File: src/rtl/product_accumulator_if.sv
`default_nettype none
// +----------------------------------------------------------------------------+
// | Module      : product_accumulator_if                                       |
// | Description : Handshake bundle for the product accumulator. Carries the    |
// |               input beat stream (valid/ready/product/last), the group      |
// |               abort (clear) and the held result handshake.                 |
// |               master : the upstream producer / downstream consumer side    |
// |               slave  : the accumulator itself                              |
// | Ports       : in_valid, in_ready, in_product[31:0], in_last, clear,        |
// |               out_valid, out_ready, out_acc[ACC_W-1:0],                    |
// |               out_count[CNT_W-1:0], out_ovf                                |
// | Revision    : 1.0 - initial release                                        |
// +----------------------------------------------------------------------------+
interface product_accumulator_if #(
  parameter int ACC_W = 40,
  parameter int CNT_W = 8
);
  logic             in_valid;
  logic             in_ready;
  logic [31:0]      in_product;
  logic             in_last;
  logic             clear;
  logic             out_valid;
  logic             out_ready;
  logic [ACC_W-1:0] out_acc;
  logic [CNT_W-1:0] out_count;
  logic             out_ovf;

  modport master (
    output in_valid, in_product, in_last, clear, out_ready,
    input  in_ready, out_valid, out_acc, out_count, out_ovf
  );

  modport slave (
    input  in_valid, in_product, in_last, clear, out_ready,
    output in_ready, out_valid, out_acc, out_count, out_ovf
  );
endinterface
`default_nettype wire

File: src/rtl/product_accumulator.sv
`default_nettype none
// +----------------------------------------------------------------------------+
// | Module      : product_accumulator                                          |
// | Description : Group accumulator behind the 16x16 multiplier. Sums 32-bit   |
// |               unsigned products of a group (terminated by in_last) into an |
// |               ACC_W-bit accumulator, counts beats (saturating) and flags   |
// |               carry-out, then holds the result on out_valid/out_ready.     |
// | Macro       : PRODUCT_ACC_SAT_EN - when defined the accumulator clamps at  |
// |               2^ACC_W-1 on overflow; otherwise it wraps. ovf is set on     |
// |               carry-out in both builds.                                    |
// | Ports       : clk    - clock, rising edge                                  |
// |               rst_n  - asynchronous active-low reset                       |
// |               bus    - product_accumulator_if.slave handshake bundle       |
// | Revision    : 1.0 - initial release                                        |
// +----------------------------------------------------------------------------+
module product_accumulator #(
  parameter int ACC_W = 40,  // 33..64
  parameter int CNT_W = 8    // 1..16
) (
  input  wire logic                clk,
  input  wire logic                rst_n,
  product_accumulator_if.slave     bus
);

  typedef enum logic [0:0] {
    ACCUM = 1'b0,
    DRAIN = 1'b1
  } state_t;

  localparam logic [CNT_W-1:0] c_CNT_MAX = {CNT_W{1'b1}};

  state_t           state_q, state_d;
  logic [ACC_W-1:0] acc_q, acc_d;
  logic [CNT_W-1:0] cnt_q, cnt_d;
  logic             ovf_q, ovf_d;

  logic             w_in_ready;
  logic             w_accept;
  logic [ACC_W:0]   w_sum;

  // in_ready is a function of state and clear only, never of in_valid.
  assign w_in_ready = (state_q == ACCUM) && !bus.clear;
  assign w_accept   = bus.in_valid && w_in_ready;
  // One extra bit so the carry-out is visible for the overflow flag.
  assign w_sum      = {1'b0, acc_q} + {{(ACC_W-31){1'b0}}, bus.in_product};

  always_ff @(posedge clk or negedge rst_n) begin
    if (!rst_n) begin
      state_q <= ACCUM;
      acc_q   <= '0;
      cnt_q   <= '0;
      ovf_q   <= 1'b0;
    end else begin
      state_q <= state_d;
      acc_q   <= acc_d;
      cnt_q   <= cnt_d;
      ovf_q   <= ovf_d;
    end
  end

  always_comb begin
    state_d = state_q;
    acc_d   = acc_q;
    cnt_d   = cnt_q;
    ovf_d   = ovf_q;
    case (state_q)
      ACCUM: begin
        if (bus.clear) begin
          acc_d = '0;
          cnt_d = '0;
          ovf_d = 1'b0;
        end else if (w_accept) begin
`ifdef PRODUCT_ACC_SAT_EN
          // Once clamped, any non-zero product carries again, so the
          // accumulator stays at full scale for the rest of the group.
          acc_d = w_sum[ACC_W] ? {ACC_W{1'b1}} : w_sum[ACC_W-1:0];
`else
          acc_d = w_sum[ACC_W-1:0];
`endif
          ovf_d = ovf_q | w_sum[ACC_W];
          cnt_d = (cnt_q == c_CNT_MAX) ? cnt_q : cnt_q + CNT_W'(1);
          if (bus.in_last) begin
            state_d = DRAIN;
          end
        end
      end
      DRAIN: begin
        // clear is deliberately ignored here so a presented result survives.
        if (bus.out_ready) begin
          acc_d   = '0;
          cnt_d   = '0;
          ovf_d   = 1'b0;
          state_d = ACCUM;
        end
      end
      default: begin
        state_d = ACCUM;
      end
    endcase
  end

  assign bus.in_ready  = w_in_ready;
  assign bus.out_valid = (state_q == DRAIN);
  assign bus.out_acc   = acc_q;
  assign bus.out_count = cnt_q;
  assign bus.out_ovf   = ovf_q;

endmodule
`default_nettype wire

File: src/flat_wrapper.sv
// flat-port wrapper written by rule: the top's interface ports become plain ports
module product_accumulator_flat 
#(
  parameter int ACC_W = 40,           
  parameter int CNT_W = 8            
)
  (clk, rst_n, bus_in_valid, bus_in_product, bus_in_last, bus_clear, bus_out_ready, bus_in_ready, bus_out_valid, bus_out_acc, bus_out_count, bus_out_ovf);
  product_accumulator_if #(.ACC_W(ACC_W), .CNT_W(CNT_W)) bus_i ();
  input  wire logic clk;
  input  wire logic rst_n;
  input wire logic [$bits(bus_i.in_valid)-1:0] bus_in_valid;
  input wire logic [$bits(bus_i.in_product)-1:0] bus_in_product;
  input wire logic [$bits(bus_i.in_last)-1:0] bus_in_last;
  input wire logic [$bits(bus_i.clear)-1:0] bus_clear;
  input wire logic [$bits(bus_i.out_ready)-1:0] bus_out_ready;
  output wire logic [$bits(bus_i.in_ready)-1:0] bus_in_ready;
  output wire logic [$bits(bus_i.out_valid)-1:0] bus_out_valid;
  output wire logic [$bits(bus_i.out_acc)-1:0] bus_out_acc;
  output wire logic [$bits(bus_i.out_count)-1:0] bus_out_count;
  output wire logic [$bits(bus_i.out_ovf)-1:0] bus_out_ovf;
  assign bus_i.in_valid = bus_in_valid;
  assign bus_i.in_product = bus_in_product;
  assign bus_i.in_last = bus_in_last;
  assign bus_i.clear = bus_clear;
  assign bus_i.out_ready = bus_out_ready;
  assign bus_in_ready = bus_i.in_ready;
  assign bus_out_valid = bus_i.out_valid;
  assign bus_out_acc = bus_i.out_acc;
  assign bus_out_count = bus_i.out_count;
  assign bus_out_ovf = bus_i.out_ovf;
  product_accumulator #(.ACC_W(ACC_W), .CNT_W(CNT_W)) u_core (.clk(clk), .rst_n(rst_n), .bus(bus_i));
endmodule
File: config.mk
export PLATFORM = sky130hd
export DESIGN_NAME = product_accumulator_flat
export DESIGN_NICKNAME = d
export VERILOG_FILES = /design/src/rtl/product_accumulator_if.sv /design/src/rtl/product_accumulator.sv /design/src/flat_wrapper.sv
export SDC_FILE = /design/constraint.sdc
export NUM_CORES = 1
export LEC_CHECK = 0
export CAP_MARGIN = 25
export CORE_MARGIN = 2
export CORE_UTILIZATION = 55
export CTS_CLUSTER_DIAMETER = 200
export CTS_CLUSTER_SIZE = 14
export DETAILED_ROUTE_END_ITERATION = 8
export PLACE_DENSITY = 0.87
export SETUP_SLACK_MARGIN = 0.15
export SLEW_MARGIN = 10
export SYNTH_ARGS = -nofsm -noshare
export SYNTH_HDL_FRONTEND = slang
export SYNTH_SLANG_ARGS = --single-unit
File: constraint.sdc
create_clock -name clk -period 7.9 [get_ports clk]
set_input_delay 1.58 -clock clk [delete_from_list [all_inputs] [get_ports clk]]
set_output_delay 1.58 -clock clk [all_outputs]
set_load 0.02 [all_outputs]
==> impl_metrics.toml <==
[worst_setup_path]
reg2regPathDepth = 9
endpoint = "bus_in_ready"
r2r-start = "u_core.bus.out_acc[4]"
cp-startpoint = "bus_clear"
crit_required_ns = 6.32
crit_path_end_kind = "output port"
regToRegEndpoint = "u_core.bus.out_acc[39]"
arrival_ns = 3.24
critPathLaunchType = "primary input"
cp_max_fo = 7
path_class = "primary input to output port"
r2r_slack_ns = 5.07

[timing]
rsz0062_at_grt = "false"
worstMarginPinSlew_ns = 1.011
fin_tns_setup_ns = 0
fin_skew_ns = 0.008522
max_freq_mhz = 207.4
finalHoldViolCount = 0
setup_ws_ns = 3.078
min_period_ns = 4.822
finalSetupViolations = 0
maxSlewHeadroom_pct = 32.42
final.period_utilization_pct = 61.04
drv_slew = 0

[clock_network]
cts_tree = "yes"
cts_resized = 0
postCtsHoldBufs = 0
cts_sinks = 50
htreeDepth = 2
cts_setup_buffers = 0
clock_latency_ns = 0.31
path_clk_slew_ns = 0.09
cts_buffers = 5
cts_root_buffer = "clkbuf_8"
cts_buffer_depth = 2

[die]
rows = 30
fp.dieW_um = 87.78
initial_utilization_pct = 56.81
die_area_um2 = 7704
num_io_pins = 89
chipHeight_um = 87.78
core_area_um2 = 6794

[drt]
vias = 3760
routed_wl_mm = 9.854
drtIter0Drc = 130
antenna_left = 0
firstDrtPassIters = 5
wire_per_inst_um = 15.69
viasPerCell = 5.987
drc = 0

[placement]
pre_cts_ws_ns = 3.119
place_congestion = 0.9197
placed_area_um2 = 4815
io_buffers = 88
detailed_place_hpwl_mm = 7.435

[logic_synthesis]
yosysWarnings = 0
yosysSeqAreaShare_pct = 32.41
synth_edf_count = 0
syn_area_per_cell_um2 = 8.540
postSynthCellCount = 452
async_reset_ff_share_pct = 100.0
synth_cell_types = 57
syn_nets = 524
netlist_area_um2 = 3860
yosys_register_bits = 50
synth_ff_type = "dfrtp_1"

[finish]
final_net_count = 603
drive_above_1_share_pct = 3.947
area_growth_pct = 27.07
nFillCells = 538
diodes = 0
design_area_um2 = 4905

[global_routing]
antenna_found_initial = 0
grt_pass1_vias = 3559
top_usage_layer = "met2"
track_usage_pct = 26.26
grt_use_met2_pct = 45.52
grt_max_degree = 51
overflow = 0
grt_pass1_wl_mm = 16.36
use_met3_pct = 3.770
grtUsageMet1_pct = 34.64

[worst_hold_path]
min_path_type = "flop to flop"
min_from = "u_core.bus.out_acc[2]"

[outcome]
run_status = "finished, final reports clean"

[power]
p_leak_nw = 2.141
power_density_nw_per_um2 = 190.5
ir_drop_mv = 0.1006

[job]
maxCapViolCount = 0
## metrics by stage
| step | hold WS (ns) | total power (W) | instances | util [%] |
|---|---|---|---|---|
| floorplan | 0.5976 | 0.0006236 | 452 | - |
| global placement | 0.4689 | 0.0007633 | 620 | 70.87 |
| finish | 0.5049 | 0.0009343 | 628 | 72.19 |
| global route | 0.5404 | 0.0009950 | 628 | 72.19 |
| detailed placement | 0.4890 | 0.0007752 | 620 | 70.87 |
| CTS | 0.5101 | 0.0009338 | 628 | 72.19 |
## cell families after synthesis
family / count (synthesis) / synth area share [%]
AO/OA/AOI/OAI: 156 / 27.03
AND/OR/NAND/NOR: 146 / 17.76
flip-flops: 50 / 32.41
XOR/XNOR: 34 / 7.715
adder cells (fa/ha/maj): 34 / 11.22
buffers and inverters: 28 / 2.788
multiplexers: 4 / 1.070
## metal layers
layer	up-vias	routed length [µm]	part of all wire [%]
met5	-	0	0
met1	1784	4375	44
met2	142	4886	50
li1	1816	-	-
met3	18	460	4.7
met4	0	131	1.3
## flip-flops by register name, indices dropped and copies added, names as in the netlist
name / cells
u_core.bus.out_acc: 40
u_core.bus.out_count: 8
u_core.bus.out_ovf: 1
u_core.bus.out_valid: 1
## cell type report
cell class / instances / area, µm² / share of cell area, %
Clock buffer: 5 / 68.82 / 1.403
Clock inverter: 3 / 21.27 / 0.4337
Inverter: 10 / 37.54 / 0.7653
Multi-Input combinational cell: 374 / 2515 / 51.28
Sequential cell: 50 / 1251 / 25.51
Tap cell: 96 / 120.1 / 2.449
Timing Repair Buffer: 90 / 890.9 / 18.16
## power by group
part	total, W	internal (W)	leakage (nW)	switching (W)
Sequential	0.000320	0.000286	0.677	0.0000336
Combinational	0.000458	0.000201	1.42	0.000257
Clock	0.000157	0.0000626	0.0441	0.0000941
Total	0.000934	0.000550	2.14	0.000385
## Yosys cell counts (all sizes together), types with 3 or more instances
cell type	count	area (µm²)
o21a	3	22.52
inv	10	37.54
mux2i	3	30.03
nor2b	3	18.77
o21bai	3	22.52
nand3	17	85.08
a22o	3	26.28
a21o	15	112.6
o31ai	7	66.31
and3	6	37.54
o211ai	5	51.30
clkbuf	16	60.06
nor2	19	71.32
a31oi	8	65.06
a311oi	3	26.28
xor2	16	140.1
and2	3	18.77
o21ai	51	255.3
dfrtp	50	1251
nand4	8	50.05
xnor2	18	157.7
nand2	70	265.3
or3	3	18.77
a21oi	38	190.2
ha	33	412.9
nand2b	6	37.54
## placed cells by master, fill, tap and decap left out, drive strengths merged, types with 3 or more instances in the layout
cell type       n
inv            10
dfrtp          50
and2            3
nor2           19
nor2b           3
nand3          17
ha             33
xor2           16
a21oi          38
o211ai          5
o21ai          51
clkbuf          5
buf             3
nand2b          6
a22o            3
a21o           15
mux2i           3
or3             3
a31oi           8
xnor2          18
o21a            3
o21bai          3
nand4           8
o31ai           7
and3            6
a311oi          3
nand2          70
clkdlybuf4s50  87
## critical path: stages
cell and delay (ns):
clkdlybuf4s50_1 0.51, nor2_1 0.45, clkdlybuf4s50_1 0.70
## how the worst min path moves through the flow
stage,to,depth (start not counted)
2_1_floorplan,u_core.bus.out_ovf,2
3_3_place_gp,u_core.bus.out_ovf,2
3_5_place_dp,u_core.bus.out_acc[2],2
4_1_cts,u_core.bus.out_acc[2],2
5_1_grt,u_core.bus.out_acc[2],2
6_report,u_core.bus.out_acc[2],2
(Power assumes the default switching activity.)
